[src/rtl/sobel_pkg.sv]
// sobel_pkg: shared types, frame defaults and neighbour slice indices for the Sobel engine.
package sobel_pkg;
   localparam int H_PIXELS_DEF = 640;
   localparam int V_LINES_DEF  = 480;
   localparam int THRESH_DEF   = 64;

   typedef logic [7:0]         pixel_t;
   typedef logic signed [10:0] grad_t;
   typedef pixel_t [7:0]       nbr_t;

   // Element 7 is the MSB byte of inputPixels, so NW lands at the top.
   localparam int IDX_NW = 7;
   localparam int IDX_N  = 6;
   localparam int IDX_NE = 5;
   localparam int IDX_W  = 4;
   localparam int IDX_E  = 3;
   localparam int IDX_SW = 2;
   localparam int IDX_S  = 1;
   localparam int IDX_SE = 0;

   function automatic nbr_t unpack_pixels(input logic [63:0] p);
      return nbr_t'(p);
   endfunction

   function automatic grad_t ext(input pixel_t p);
      return grad_t'({3'b000, p});
   endfunction
endpackage

[src/rtl/sobel_kernel.sv]
// sobel_kernel: combinational 3x3 Sobel gradients Gx/Gy from the 8 neighbours of a pixel.
module sobel_kernel
   import sobel_pkg::*;
(
   input  nbr_t  pix_i,
   output grad_t gx_o,
   output grad_t gy_o
);
   assign gx_o = ext(pix_i[IDX_NE]) + ext(pix_i[IDX_E]) + ext(pix_i[IDX_E]) + ext(pix_i[IDX_SE])
               - ext(pix_i[IDX_NW]) - ext(pix_i[IDX_W]) - ext(pix_i[IDX_W]) - ext(pix_i[IDX_SW]);
   assign gy_o = ext(pix_i[IDX_SW]) + ext(pix_i[IDX_S]) + ext(pix_i[IDX_S]) + ext(pix_i[IDX_SE])
               - ext(pix_i[IDX_NW]) - ext(pix_i[IDX_N]) - ext(pix_i[IDX_N]) - ext(pix_i[IDX_NE]);
endmodule

[src/rtl/sobel.sv]
// sobel: 3-stage pipelined Sobel |Gx|+|Gy| edge magnitude, saturated to 8 bits, borders forced to 0.
// Define SOBEL_THRESHOLD_EN to binarise the magnitude against THRESH instead of saturating.
module sobel
   import sobel_pkg::*;
#(
   parameter int H_PIXELS = H_PIXELS_DEF,
   parameter int V_LINES  = V_LINES_DEF
`ifdef SOBEL_THRESHOLD_EN
   ,
   parameter int THRESH   = THRESH_DEF
`endif
) (
   input  logic        clk,
   input  logic        reset,
   input  logic [9:0]  row,
   input  logic [9:0]  col,
   input  logic [63:0] inputPixels,
   input  logic        start,
   output logic [7:0]  out,
   output logic        done
);
   nbr_t        pix_q;
   logic        v1_q, b1_q, v2_q, b2_q, done_q;
   grad_t       gx_d, gy_d, gx_q, gy_q;
   logic [10:0] ax, ay, mag;
   pixel_t      res, out_d, out_q;
   logic        border;

   assign border = (row == 10'd0) | (row == 10'(V_LINES - 1)) |
                   (col == 10'd0) | (col == 10'(H_PIXELS - 1));

   sobel_kernel u_kernel (.pix_i(pix_q), .gx_o(gx_d), .gy_o(gy_d));

   always_comb begin
      ax  = gx_q[10] ? -gx_q : gx_q;
      ay  = gy_q[10] ? -gy_q : gy_q;
      mag = ax + ay;
`ifdef SOBEL_THRESHOLD_EN
      res = (mag >= 11'(THRESH)) ? 8'hFF : 8'h00;
`else
      res = (mag > 11'd255) ? 8'hFF : mag[7:0];
`endif
      // Output holds its last value between results.
      out_d = !v2_q ? out_q : b2_q ? 8'h00 : res;
   end

   always_ff @(posedge clk or negedge reset)
      if (!reset) begin
         pix_q  <= '0;
         v1_q   <= 1'b0;
         b1_q   <= 1'b0;
         gx_q   <= '0;
         gy_q   <= '0;
         v2_q   <= 1'b0;
         b2_q   <= 1'b0;
         done_q <= 1'b0;
         out_q  <= '0;
      end else begin
         v1_q <= start;
         if (start) begin
            pix_q <= unpack_pixels(inputPixels);
            b1_q  <= border;
         end
         gx_q   <= gx_d;
         gy_q   <= gy_d;
         v2_q   <= v1_q;
         b2_q   <= b1_q;
         done_q <= v2_q;
         out_q  <= out_d;
      end

   assign out  = out_q;
   assign done = done_q;
endmodule

[config.mk]
export PLATFORM = sky130hd
export DESIGN_NAME = sobel
export DESIGN_NICKNAME = d
export VERILOG_FILES = /design/src/rtl/sobel_pkg.sv /design/src/rtl/sobel_kernel.sv /design/src/rtl/sobel.sv
export SDC_FILE = /design/constraint.sdc
export NUM_CORES = 1
export LEC_CHECK = 0
export ABC_AREA = 0
export ABC_CLOCK_PERIOD_IN_PS = 5600
export CAP_MARGIN = 30
export CELL_PAD_IN_SITES_DETAIL_PLACEMENT = 0
export CELL_PAD_IN_SITES_GLOBAL_PLACEMENT = 1
export CORE_MARGIN = 1
export CORE_UTILIZATION = 35
export CTS_BUF_LIST = sky130_fd_sc_hd__clkbuf_8
export DETAILED_ROUTE_END_ITERATION = 8
export PLACE_DENSITY_LB_ADDON = 0.1
export SYNTH_ARGS = -nofsm -noshare
export SYNTH_HDL_FRONTEND = slang
export SYNTH_SLANG_ARGS = --single-unit
[constraint.sdc]
create_clock -name clk -period 5.6 [get_ports clk]
set_input_delay 0.56 -clock clk [delete_from_list [all_inputs] [get_ports clk]]
set_output_delay 0.56 -clock clk [all_outputs]
set_load 0.02 [all_outputs]
==> run metrics, run 1 <==
Final Hold Violating Endpoints=0; Starting DRT DRC Count=175; post-detail-place hpwl=14.4 mm; Max transition margin=54.9%; die width=153 um; initial antenna violation count=0; post-CTS setup buffers=0; DR vias=5540; area of the mapped netlist=0.00793 sq mm; WL per Instance=14.7 um; diode count=0; crit path kind=register to register; FMAX=188 MHz; cells after synthesis=807; worst skew pair latency=0.38 ns; biggest area consumer among synthesized cells=dfrtp_1; CTS Root Cell=clkbuf_8; Post-synth ARST share=100%; CTS tree=built; TritonRoute pass-1 iters=8; Final #Nets=1138; top post-synthesis cells by count=inv_1, dfrtp_1, ha_1; Slew Limit Fails=0; Routed Antenna Nets=0; Max Root-Sink Buffers=2; vias per std cell=4.68; Arrival @ worst endpoint=5.62 ns; GRT overflow=0; Min-Delay Path Class=input pin to asynchronous set/reset pin; row count=54; status=complete, but fails checks; fillers=2135; critical path fanouts, max=5; warnings from Yosys=0; share of layout cells above drive strength 1=5.65%; CTS Buf Count=9; register area=0.00248 sq mm; core area=0.0220 sq mm; first-pass GRT wire length=28.8 mm; largest net degree at the start of global routing=60; Worst Setup Start Kind=register; die area=0.0233 sq mm; RSZ-0062 raised after global routing=false; vias in the first global route=5847; Seq/Total Area, Yosys=31.2%; Area contributors post-synth=dfrtp_1, fa_1, ha_1, inv_1, o21ai_0; top_reg_cell synth=dfrtp_1; Syn-to-layout area delta=18.5%; Total GRT Usage=15.7%; failing checks=DRC; CTS H-tree lvls=3; clock-pin slew on the worst setup and hold paths=0.10 ns; DRC errors left=1; Post-Route WL=17.4 mm; Worst Max-Slew Pin Slew=0.677 ns; port bufs=95; Initial Util=36.0%; gpl congestion=0.790; period utilization=95.0%; Post-synth EDFFs=0; Yosys cell types=52; top-count cell post-synth=inv_1; Period minus WS final=5.32 ns; post-layout util=42.7%; Worst EP required=5.90 ns; TNS Setup=0 ns; final setup violation count=0; Mean Syn Cell Area=9.83 sq um; Synth Register Bits=99; syn nets=1045; CP endpoint kind=register; Max Cap Viol=0; CTS sink count=99; multi-input logic area=0.00486 sq mm; share of the synthesized area in the top cell type=31.2%; skew final=0.0172 ns; Die H=153 um; io pins=96
layout make-up:
class / count / area share (%)
flip-flops and latches: 99 / 26.3
repair buffers: 98 / 10.3
inverters: 146 / 5.83
well taps: 280 / 3.73
clock buffers: 9 / 1.32
clock inverters: 5 / 0.772
multi-input cells: 546 / 51.7
routing by layer:
layer  part of all wire, %  vias up  GRT usage [%]  wire length (um)
li1                      -     2787              -                 -
met2                    50       80           27.4              8770
met4                   1.3        0           4.81               232
met1                    46     2659           20.1              7950
met5                     0        -              0                 0
met3                   2.4       14           1.99               424
cells in the final DEF (no fill, tap or decap), drive strengths merged, types with 8 or more instances in the layout:
master	count
xor2	33
o21ai	79
a21o	8
xnor2	34
nor2b	10
dfrtp	99
fa	67
nand2	63
clkbuf	9
a21oi	26
clkdlybuf4s50	93
nand2b	9
mux2	16
nor3	12
nor2	38
inv	148
ha	84
metrics by stage:
| step | instances | hold WS (ns) | worst slack [ns] | cell area [sq um] |
|---|---|---|---|---|
| after global routing | 1183 | 0.258 | 0.00460 | 9400 |
| final | 1183 | 0.200 | 0.282 | 9400 |
| after CTS | 1183 | 0.216 | 0.159 | 9390 |
| after detailed placement | 1169 | 0.336 | 0.206 | 9190 |
| after global placement | 1169 | 0.332 | 0.311 | 9190 |
| after floorplan | 807 | 0.264 | 0.639 | 7930 |
final timing paths:
path	start	endpoint	slack, ns	cells past startpoint
min in group clk	v1_q	v2_q	0.36	0
setup reg to reg	pix_q[8]	gy_q[10]	0.28	21
setup / recovery	pix_q[8]	gy_q[10]	0.28	21
max in group asynchronous	reset	gx_q[3]	4.26	2
hold / removal	reset	out[2]	0.20	1
hold reg to reg	v1_q	v2_q	0.36	0
registers in the layout (all words and copies together), names as in the netlist:
register and flops:
done 1, v2_q 1, gy_q 11, b1_q 1, gx_q 11, out 8, v1_q 1, b2_q 1
pix_q 64
worst max-delay path, cell delays in order (launching register included):
cell and delay (ns):
dfrtp_1 0.44, ha_1 0.24, inv_1 0.07, fa_1 0.40
nor2b_1 0.25, o31a_1 0.23, nor3_1 0.09, a2bb2oi_1 0.17
fa_1 0.49, inv_1 0.06, fa_1 0.54, inv_1 0.06
fa_1 0.53, inv_1 0.05, fa_1 0.50, inv_1 0.04
ha_1 0.33, nor3_1 0.20, nor2_1 0.07, o41a_1 0.13
a31oi_1 0.21, xnor2_1 0.14
what timing repair did:
action,CTS,global route
endpoints found under the setup margin,0,2
resized for setup,0,3
hold buffers,0,0
hold endpoints to repair,0,0
logic make-up after synthesis:
logic type | after synthesis | synth area share [%]
and+or+nand+nor | 164 | 10.3
buffers and inverters | 162 | 7.67
adders and majority gates | 151 | 30.2
AOI/OAI and AO/OA | 148 | 11.0
DFF | 99 | 31.2
xor gates and xnor gates | 67 | 7.40
muxes | 16 | 2.27
Power of run 1 is not shown: default switching activity piles up to over one toggle a cycle in this logic, so the estimate is an artifact.
==> run 2, diff against run 1 <==
- CTS_CLUSTER_DIAMETER: not set -> 80
- HOLD_SLACK_MARGIN: not set -> 0.05
- PLACE_DENSITY: not set -> 0.68
- PLACE_DENSITY_LB_ADDON: 0.1 -> not set
==> run 2 against run 1 <==
The run now ends clean. Via count is 2.0% lower. Sequential cell count stayed put. Utilization hardly changed. Clock skew is 0.0075 ns lower. Critical path depth stayed put. Worst setup slack better by 0.053 ns. Register-to-register slack better by 0.05 ns. Sequential share of layout area hardly changed. Clock-buffer cell count is 4 higher. Global-route usage is 0.59 points lower. Critical path type unchanged. Critical endpoint unchanged. Largest cell class unchanged.
==> run metrics, run 2 (synthesis results as in run 1) <==
Worst Setup Start Kind=register; reg-to-reg endpoint=gy_q[10]; Worst Max-Slew Pin Slew=0.728 ns (+0.0509 ns); R2R Setup Slk=0.33 ns (+0.05 ns); first-pass GRT wire length=27.6 mm (-4.1%); Period minus WS final=5.27 ns (-0.0528 ns); Biggest register=pix_q; most frequent cells in the layout=inv_1, dfrtp_1, clkdlybuf4s50_1; Final Hold Violating Endpoints=0 (unchanged); CTS Buf Count=9 (unchanged); post-CTS setup buffers=0 (unchanged); R2R cell count=21 (unchanged); Starting DRT DRC Count=199 (+14%); Die H=153 um (unchanged); DRC errors left=0 (-1); Max Cap Viol=0 (unchanged); DR vias=5428 (-2.0%); port bufs=95 (unchanged); Max Root-Sink Buffers=2 (unchanged); vias in the first global route=5612 (-4.0%); Worst EP required=5.90 ns (about the same); skew final=0.00965 ns (-0.00751 ns); Setup WS post-layout=0.335 ns (+0.0528 ns); vias per std cell=4.58 (-2.2%); GRT overflow=0 (unchanged); share of layout cells above drive strength 1=5.86% (+0.21 points); Arrival @ worst endpoint=5.57 ns (-0.05 ns); CTS sink count=99 (unchanged); die width=153 um (unchanged); final setup violation count=0 (unchanged); period utilization=94.0% (-0.94 points); die area=0.0233 sq mm (unchanged); Largest register FFs=64 (unchanged); worst r2r src=pix_q[9]; worst skew pair latency=0.38 ns (about the same); CTS Root Cell=clkbuf_8; WL per Instance=13.9 um (-5.4%); Post-Route WL=16.5 mm (-5.2%); FMAX=190 MHz (+1.0%); CP endpoint kind=register; core area=0.0220 sq mm (unchanged); initial antenna violation count=0 (unchanged); row count=54 (unchanged); Max transition margin=51.5% (-3.4 points); TNS Setup=0 ns (unchanged); Min-Delay Path Class=input pin to asynchronous set/reset pin; Final #Nets=1138 (unchanged); post-detail-place hpwl=13.5 mm (-6.1%); most common cell after layout, fill and taps aside=inv_1; Routed Antenna Nets=0 (unchanged); largest net degree at the start of global routing=65 (+8.3%); diode count=0 (unchanged); Slew Limit Fails=0 (unchanged); status=complete, no violations; gpl congestion=0.796 (+0.81%); CTS tree=built; clock-pin slew on the worst setup and hold paths=0.10 ns (about the same); io pins=96 (unchanged); critical path fanouts, max=3 (-2); RSZ-0062 raised after global routing=false; pre-CTS WS=0.170 ns (-0.0360 ns); Syn-to-layout area delta=18.5% (about the same); Largest regs=pix_q (64), gx_q (11), gy_q (11); Initial Util=36.0% (unchanged); crit path kind=register to register; Total GRT Usage=15.1% (-0.59 points); TritonRoute pass-1 iters=7 (-1); CTS H-tree lvls=3 (unchanged)
==> run 2: cell count changes in the layout (fill, tap and decap cells not counted) <==
cell,change
clkbuf_8,+4
a21oi_1,+2
a21oi_2,-2
bufinv_16,-2
clkinvlp_4,+2
inv_1,-2
o21ai_0,-1
o21ai_1,+1
==> run 2: layer usage <==
layer / track usage (%) / wire length, um / vias to the layer above
met3: 2.99 / 410 / 12
met5: 0 / 0 / -
li1: - / - / 2789
met2: 25.3 / 7830 / 69
met4: 3.42 / 155 / 0
met1: 20.1 / 8080 / 2558
==> run 2: worst max-delay path by stage <==
stage / from / to / cells past startpoint
floorplan: pix_q[25] / gx_q[10] / 19
global route: pix_q[9] / gy_q[10] / 21
detailed placement: pix_q[9] / gy_q[10] / 21
global placement: pix_q[9] / gy_q[10] / 21
CTS: pix_q[9] / gy_q[10] / 21
finish: pix_q[9] / gy_q[10] / 21
==> run 2: worst max-delay path: stages (launching register included) <==
cell	delay, ns
dfrtp_1	0.43
ha_1	0.30
a21o_1	0.18
a21oi_1	0.26
nor2b_1	0.09
o21ai_1	0.25
nand2b_1	0.11
xor2_1	0.17
fa_1	0.48
inv_1	0.04
fa_1	0.47
inv_1	0.05
fa_1	0.53
inv_1	0.06
fa_1	0.50
inv_1	0.04
ha_1	0.33
o21ai_0	0.09
nor2_1	0.09
o41a_1	0.35
a31oi_1	0.21
xnor2_1	0.14
==> run 2: area by class of cell <==
class	count	area, sq um
fill	2184	12600
multi-input combinational	546	4850
sequential	99	2480
timing repair buffer	98	968
inverter	146	548
tap	280	350
clock buffer	13	179
clock inverter	3	20.0
==> run 2: stage by stage <==
stage	utilization, %	cell area [sq um]	instances	hold WS, ns
after global placement	41.7	9190	1169	0.333
after CTS	42.6	9390	1185	0.173
after global routing	42.7	9400	1185	0.196
after detailed placement	41.7	9190	1169	0.335
after floorplan	-	7930	807	0.264
final	42.7	9400	1185	0.177
==> run 2: repair_timing <==
| action | in CTS | in global routing |
|---|---|---|
| endpoints found under the setup margin | 0 | 4 |
| hold buffers | 0 | 0 |
| gates resized for setup | 0 | 2 |
Power of run 2 is left out for the same reason.
==> run 3, diff against run 2 <==
- CORE_UTILIZATION: 35 -> 46
- HOLD_SLACK_MARGIN: 0.05 -> not set
- PLACE_DENSITY: 0.68 -> 0.85
==> run 3 against run 2 <==
Final cell count fell by 5.2%. Design area down 1.2%. Critical endpoint is now gx_q[10]. Clock-buffer cell count down 2. Register-to-register slack better by 0.02 ns. Largest cell class unchanged.
==> run metrics, run 3 (synthesis results as in run 1) <==
worst skew pair latency=0.39 ns (about the same); Initial Util=47.5% (+11 points); Final Hold Violating Endpoints=0 (unchanged); diode count=0 (unchanged); GRT overflow=0 (unchanged); CP endpoint kind=register; Syn-to-layout area delta=17.1%; most common cell after layout, fill and taps aside=inv_1; first-pass GRT wire length=26.4 mm (-4.6%); most frequent cells in the layout=inv_1, dfrtp_1, clkdlybuf4s50_1; CTS H-tree lvls=3 (unchanged); grt met3 use=3.27% (+0.29 points); share of layout cells above drive strength 1=5.32% (-0.54 points); busiest layer in global routing=met2; Setup WS post-layout=0.350 ns (+0.0151 ns); clock-pin slew on the worst setup and hold paths=0.10 ns (about the same); die area=0.0178 sq mm (-24%); Largest regs=pix_q (64), gx_q (11), gy_q (11); row count=47 (-13%); DR vias=5481 (+0.98%); largest net degree at the start of global routing=69 (+6.2%); gpl congestion=0.819 (+2.8%); Biggest register=pix_q; vias per std cell=4.88 (+6.6%); period utilization=93.7% (-0.27 points); Slew Limit Fails=0 (unchanged); fillers=1545 (-29%); Routed Antenna Nets=0 (unchanged); final setup violation count=0 (unchanged); met1 Use GR=25.4% (+5.3 points); TritonRoute pass-1 iters=4 (-3); crit path kind=register to register; initial antenna violation count=0 (unchanged); vias in the first global route=5504 (-1.9%); Largest register FFs=64 (unchanged); TNS Setup=0 ns (unchanged); Max Root-Sink Buffers=2 (unchanged); CTS Root Cell=clkbuf_8; Arrival @ worst endpoint=5.55 ns (-0.02 ns); Worst EP required=5.90 ns (about the same); io pins=96 (unchanged); port bufs=95 (unchanged); Die H=133 um (-13%); pre-CTS WS=0.274 ns (+0.104 ns); post-CTS setup buffers=0 (unchanged); FMAX=190 MHz (+0.29%); DRC errors left=0 (unchanged); Period minus WS final=5.25 ns (-0.0151 ns); CTS tree=built; skew final=0.0171 ns (+0.00743 ns); Global Route met2 Usage=31.3% (+6.0 points); WL per Instance=13.9 um (about the same); Worst Max-Slew Pin Slew=0.814 ns (+0.0860 ns); Max Cap Viol=0 (unchanged); Starting DRT DRC Count=194 (-2.5%); Final #Nets=1137 (-0.088%); CTS sink count=99 (unchanged); core area=0.0167 sq mm (-24%); Cells after DPL=1108 (-5.2%); cts hold-fix bufs=0 (unchanged); Min-Delay Path Class=input pin to asynchronous set/reset pin; die width=133 um (-13%); CTS Buf Count=9 (unchanged); status=complete, no violations; Post-Route WL=15.6 mm (-5.2%); RSZ-0062 raised after global routing=false; Finished Layout Cells=1123 (-5.2%); Worst Setup Start Kind=register; critical path fanouts, max=4 (+1); Post-CTS Resized=0 (unchanged); post-detail-place hpwl=12.7 mm (-5.8%); Total GRT Usage=18.9% (+3.8 points); Max transition margin=45.7% (-5.7 points)
==> run 3: worst paths after layout <==
kind,startpoint,end,slack [ns],cells past startpoint
max reg2reg,pix_q[25],gx_q[10],0.35,19
min,reset,out[6],0.13,1
max,pix_q[25],gx_q[10],0.35,19
min reg2reg,v1_q,v2_q,0.35,0
max in group asynchronous,reset,pix_q[13],4.28,2
min in group clk,v1_q,v2_q,0.35,0
==> run 3: layer usage <==
layer | wire length (um) | part of all wire (%) | up-vias
met5 | 0 | 0 | -
met2 | 7540 | 48 | 85
met3 | 418 | 2.7 | 15
met1 | 7380 | 47 | 2593
li1 | - | - | 2788
met4 | 276 | 1.8 | 0
==> run 3: stage by stage <==
stage / util (%) / cell area [sq um] / hold slack [ns]
after floorplan: - / 7930 / 0.264
final: 55.6 / 9290 / 0.128
after global placement: 54.5 / 9110 / 0.333
after detailed placement: 54.5 / 9110 / 0.336
after global routing: 55.6 / 9290 / 0.156
after CTS: 55.6 / 9280 / 0.140
==> run 3: area by class of cell <==
cell class,instances,area (sq um),share of cell area [%]
multi-input cells,546,4850,52.3
flip-flops and latches,99,2480,26.7
repair buffers,97,961,10.3
inverters,146,548,5.90
well taps,220,275,2.96
clock buffers,11,151,1.63
clock inverters,4,20.0,0.216
==> run 3: worst max-delay path, cell delays in order, from the launching register on <==
cell and delay [ns]:
dfrtp_1 0.46, ha_1 0.31, a21o_1 0.17, a21oi_1 0.31, nor2_1 0.07, o21a_1 0.21, o41ai_2 0.26, xor2_1 0.20
fa_1 0.45, fa_1 0.48, inv_1 0.05, fa_1 0.53, inv_1 0.05, fa_1 0.50, inv_1 0.04, ha_1 0.31
or2_2 0.29, o311a_1 0.14, a31oi_1 0.21, xnor2_1 0.13
Power of run 3 is left out for the same reason.
==> RTL change 1, RTL diff (settings of run 2) <==
Put one more register stage on the output `out`, without a reset. The value now appears one clock later. The other outputs are not delayed to match.
--- a/src/rtl/sobel.sv
+++ b/src/rtl/sobel.sv
@@ -71,3 +71,5 @@
 
-   assign out  = out_q;
+   always_ff @(posedge clk) begin
+      out <= out_q;
+   end
    assign done = done_q;
Function: changed (a bounded check fails within 4 cycles, from zero or initial values and one cycle with reset low).
==> RTL change 1 against run 2 <==
Worst setup slack got worse by 0.078 ns. Highest routed layer unchanged. Cell count increased by 5.5%. Via count increased by 5.0%. Routed wire length increased by 1.9%. Sequential cell count increased by 8. Final area increased by 3.4%. Critical path type unchanged. Area after synthesis increased by 3.2%. Sequential share of layout area increased by 0.79 points.
Power is left out: the tool's default activity adds up to more than one toggle a clock period on the data nets, which glitch-free logic cannot reach.
==> RTL change 1: results <==
[synth]
ys_ff_latch = 107
synth_compound_gate_area_share_pct = 12.32
yosys.area_share.xor_xnor_pct = 6.633
yosysSeqAreaShare_pct = 32.22
synth.lib_cells_used.distinct = 46
net_count_synth = 1077
synth.top_cells.by_count = sky130_fd_sc_hd__inv_1, sky130_fd_sc_hd__dfrtp_1, sky130_fd_sc_hd__ha_1
synthAdderAreaFrac_pct = 29.22
synth.top_cells.by_area = sky130_fd_sc_hd__dfrtp_1, sky130_fd_sc_hd__fa_1, sky130_fd_sc_hd__ha_1, sky130_fd_sc_hd__inv_1, sky130_fd_sc_hd__o21ai_0

[layout]
fillerInstances = 2263
signal_buffer_area_fraction_pct = 9.970
clock_area_share_pct = 2.177
multi_input_area_um2 = 4952
clock_buffers = 10

[global_routing]
first_global_vias = 5801
grt_pass1_wl_um = 28300
global_route.usage.total_pct = 14.90

[drt]
first_pass_iters = 4
drtIter0Drc = 151

[status]
status = completed

[clock_network]
worstSkewPairLatency_ns = 0.40

[placed_design]
post-dp-hpwl_um = 13860
routabilityCongestion = 0.7941

[setup_path]
worstSetupEndpoint = gy_q[9]
worst-endpoint-arrival_ns = 5.62
critical_path.reg2reg.endpoint = gy_q[9]
timing.reg2reg.setup_slack_ns = 0.26
r2r.worst_path.cells = 19

[timing]
maxSlewHeadroom_pct = 45.88
[RTL change 1: per-stage QoR]
| step | util [%] | hold WS (ns) | cells | area (µm²) | worst slack [ns] |
|---|---|---|---|---|---|
| after floorplan | - | 0.2644 | 839 | 8187 | 0.5413 |
| after global routing | 42.64 | 0.1439 | 1250 | 9713 | 0.04365 |
| after detailed placement | 41.65 | 0.3451 | 1234 | 9487 | 0.1258 |
| after global placement | 41.65 | 0.3325 | 1234 | 9487 | 0.1867 |
| after CTS | 42.58 | 0.1226 | 1250 | 9698 | 0.09832 |
| final | 42.64 | 0.1178 | 1250 | 9713 | 0.2566 |
[RTL change 1: metal layers]
layer	vias to the layer above	track usage [%]	routed length, µm	part of all wire, %
met5	-	0	0	0
met4	0	3.347	143	0.85
met3	9	2.201	367	2.2
met2	69	24.80	7920	47
met1	2705	20.45	8354	50
li1	2916	-	-	-
==> RTL change 2, RTL diff (flow settings as in run 2) <==
Without the edit above. The option `SOBEL_THRESHOLD_EN` is turned on by a define.
--- a/src/rtl/sobel.sv
+++ b/src/rtl/sobel.sv
@@ -2,2 +2,4 @@
 // Define SOBEL_THRESHOLD_EN to binarise the magnitude against THRESH instead of saturating.
+`define SOBEL_THRESHOLD_EN
+
 module sobel
Check against the original RTL: not equivalent (a bounded check fails within 4 cycles, from zero or initial values and one cycle with reset low).
==> RTL change 2 against run 2 <==
Worst hold slack lost 0.020 ns. Routed wire length shrank 5.9%. Area after synthesis shrank 2.8%. Synthesized cell count grew 0.12%. Worst setup slack lost 0.027 ns. Final area shrank 2.6%. Sequential cell count shrank 7. Core utilization grew 0.34 points. Largest cell class unchanged. Highest routed layer unchanged.
Power is not shown: default switching activity piles up to over one toggle a cycle in this logic, so the estimate is an artifact.
==> RTL change 2: results <==
[global_routing]
first_global_vias = 5468
global_route.usage.total_pct = 15.11
maximum_number_of_pins_on_one_net_before_global_route_repair = 61
grt_pass1_wl_um = 26190

[clock_network]
register_clock_pin_slew_on_the_reported_worst_setup_and_hold_paths_ns = 0.10
maximum_buffer_depth_of_the_clock_tree = 2
worstSkewPairLatency_ns = 0.39

[placed_design]
routabilityCongestion = 0.8025
post-dp-hpwl_um = 12900
place_worst_setup_slack_ns = 0.1051

[drt]
met2RoutedLength_um = 7091
total_vias_in_the_final_route = 5306
met1_wl_um = 7730
first_pass_iters = 4
avgRoutedWirePerCell_um = 13.17
detailroute.wirelength.met3_um = 440
drtIter0Drc = 202

[status]
status = completed

[setup_path]
worst-path-max-fanout = 5
worst-endpoint-arrival_ns = 5.59

[layout]
layout_cell_share_with_drive_strength_beyond_1_pct = 5.876
design.final.nets = 1136

[synth]
synth.top_cells.by_area = sky130_fd_sc_hd__dfrtp_1, sky130_fd_sc_hd__fa_1, sky130_fd_sc_hd__ha_1, sky130_fd_sc_hd__inv_1, sky130_fd_sc_hd__o21ai_0
net_count_synth = 1046
synth.lib_cells_used.distinct = 50
synth.top_cells.by_count = sky130_fd_sc_hd__inv_1, sky130_fd_sc_hd__dfrtp_1, sky130_fd_sc_hd__ha_1
yosysSeqAreaShare_pct = 29.85

[timing]
worst_slew_pin_slew_ns = 0.6437
max_clock_skew_ns = 0.01778
## RTL change 2: changes by cell type after synthesis, sizes merged, moves of 5 or more
cell,delta
buf,+6
or3,-5
xor2,-8
inv,+14
dfrtp,-7
nand2,+13
## RTL change 2: per-layer routing
metal | vias up | global-route usage, %
met5 | - | 0
met4 | 0 | 5.253
met3 | 15 | 1.818
met2 | 71 | 24.29
met1 | 2471 | 20.95
li1 | 2749 | -
## RTL change 2: what timing repair did
item                                   4_1_cts  5_1_grt
endpoints found under the hold margin        0        0
buffers inserted                             0        2
resized for setup                            0       10
setup endpoints to repair                    0        3
## RTL change 2: cell type report
| cell class | count | area [µm²] |
|---|---|---|
| sequential | 92 | 2305 |
| timing repair buffer | 101 | 991.0 |
| fill | 2130 | 12130 |
| tap | 275 | 344.1 |
| multi-input combinational | 534 | 4738 |
| clock buffer | 10 | 137.6 |
| clock inverter | 5 | 37.54 |
| inverter | 160 | 600.6 |
## RTL change 2: cells by family after synthesis
family / after synthesis / synth area share, %
flip-flops: 92 / 29.85
AO/OA/AOI/OAI: 141 / 10.72
adder cells (fa/ha/maj): 151 / 31.02
multiplexers: 13 / 1.898
buffers and inverters: 182 / 9.199
XOR/XNOR: 63 / 7.154
AND/OR/NAND/NOR: 166 / 10.16
## RTL change 2: worst paths after layout
check | endpoint | slack, ns | depth (start not counted) | startpoint
max | gy_q[10] | 0.31 | 21 | pix_q[8]
min reg2reg | v2_q | 0.35 | 0 | v1_q
min | gx_q[0] | 0.16 | 1 | reset
max reg2reg | gy_q[10] | 0.31 | 21 | pix_q[8]
max in group asynchronous | pix_q[8] | 4.36 | 2 | reset
min in group clk | v2_q | 0.35 | 0 | v1_q
## RTL change 2: metrics by stage
stage,instance area [µm²],TNS (ns),std cells
finish,9154,0,1177
global route,9154,-0.01389,1177
CTS,9099,0,1175
detailed placement,8924,0,1160
global placement,8924,0,1160
floorplan,7712,0,808
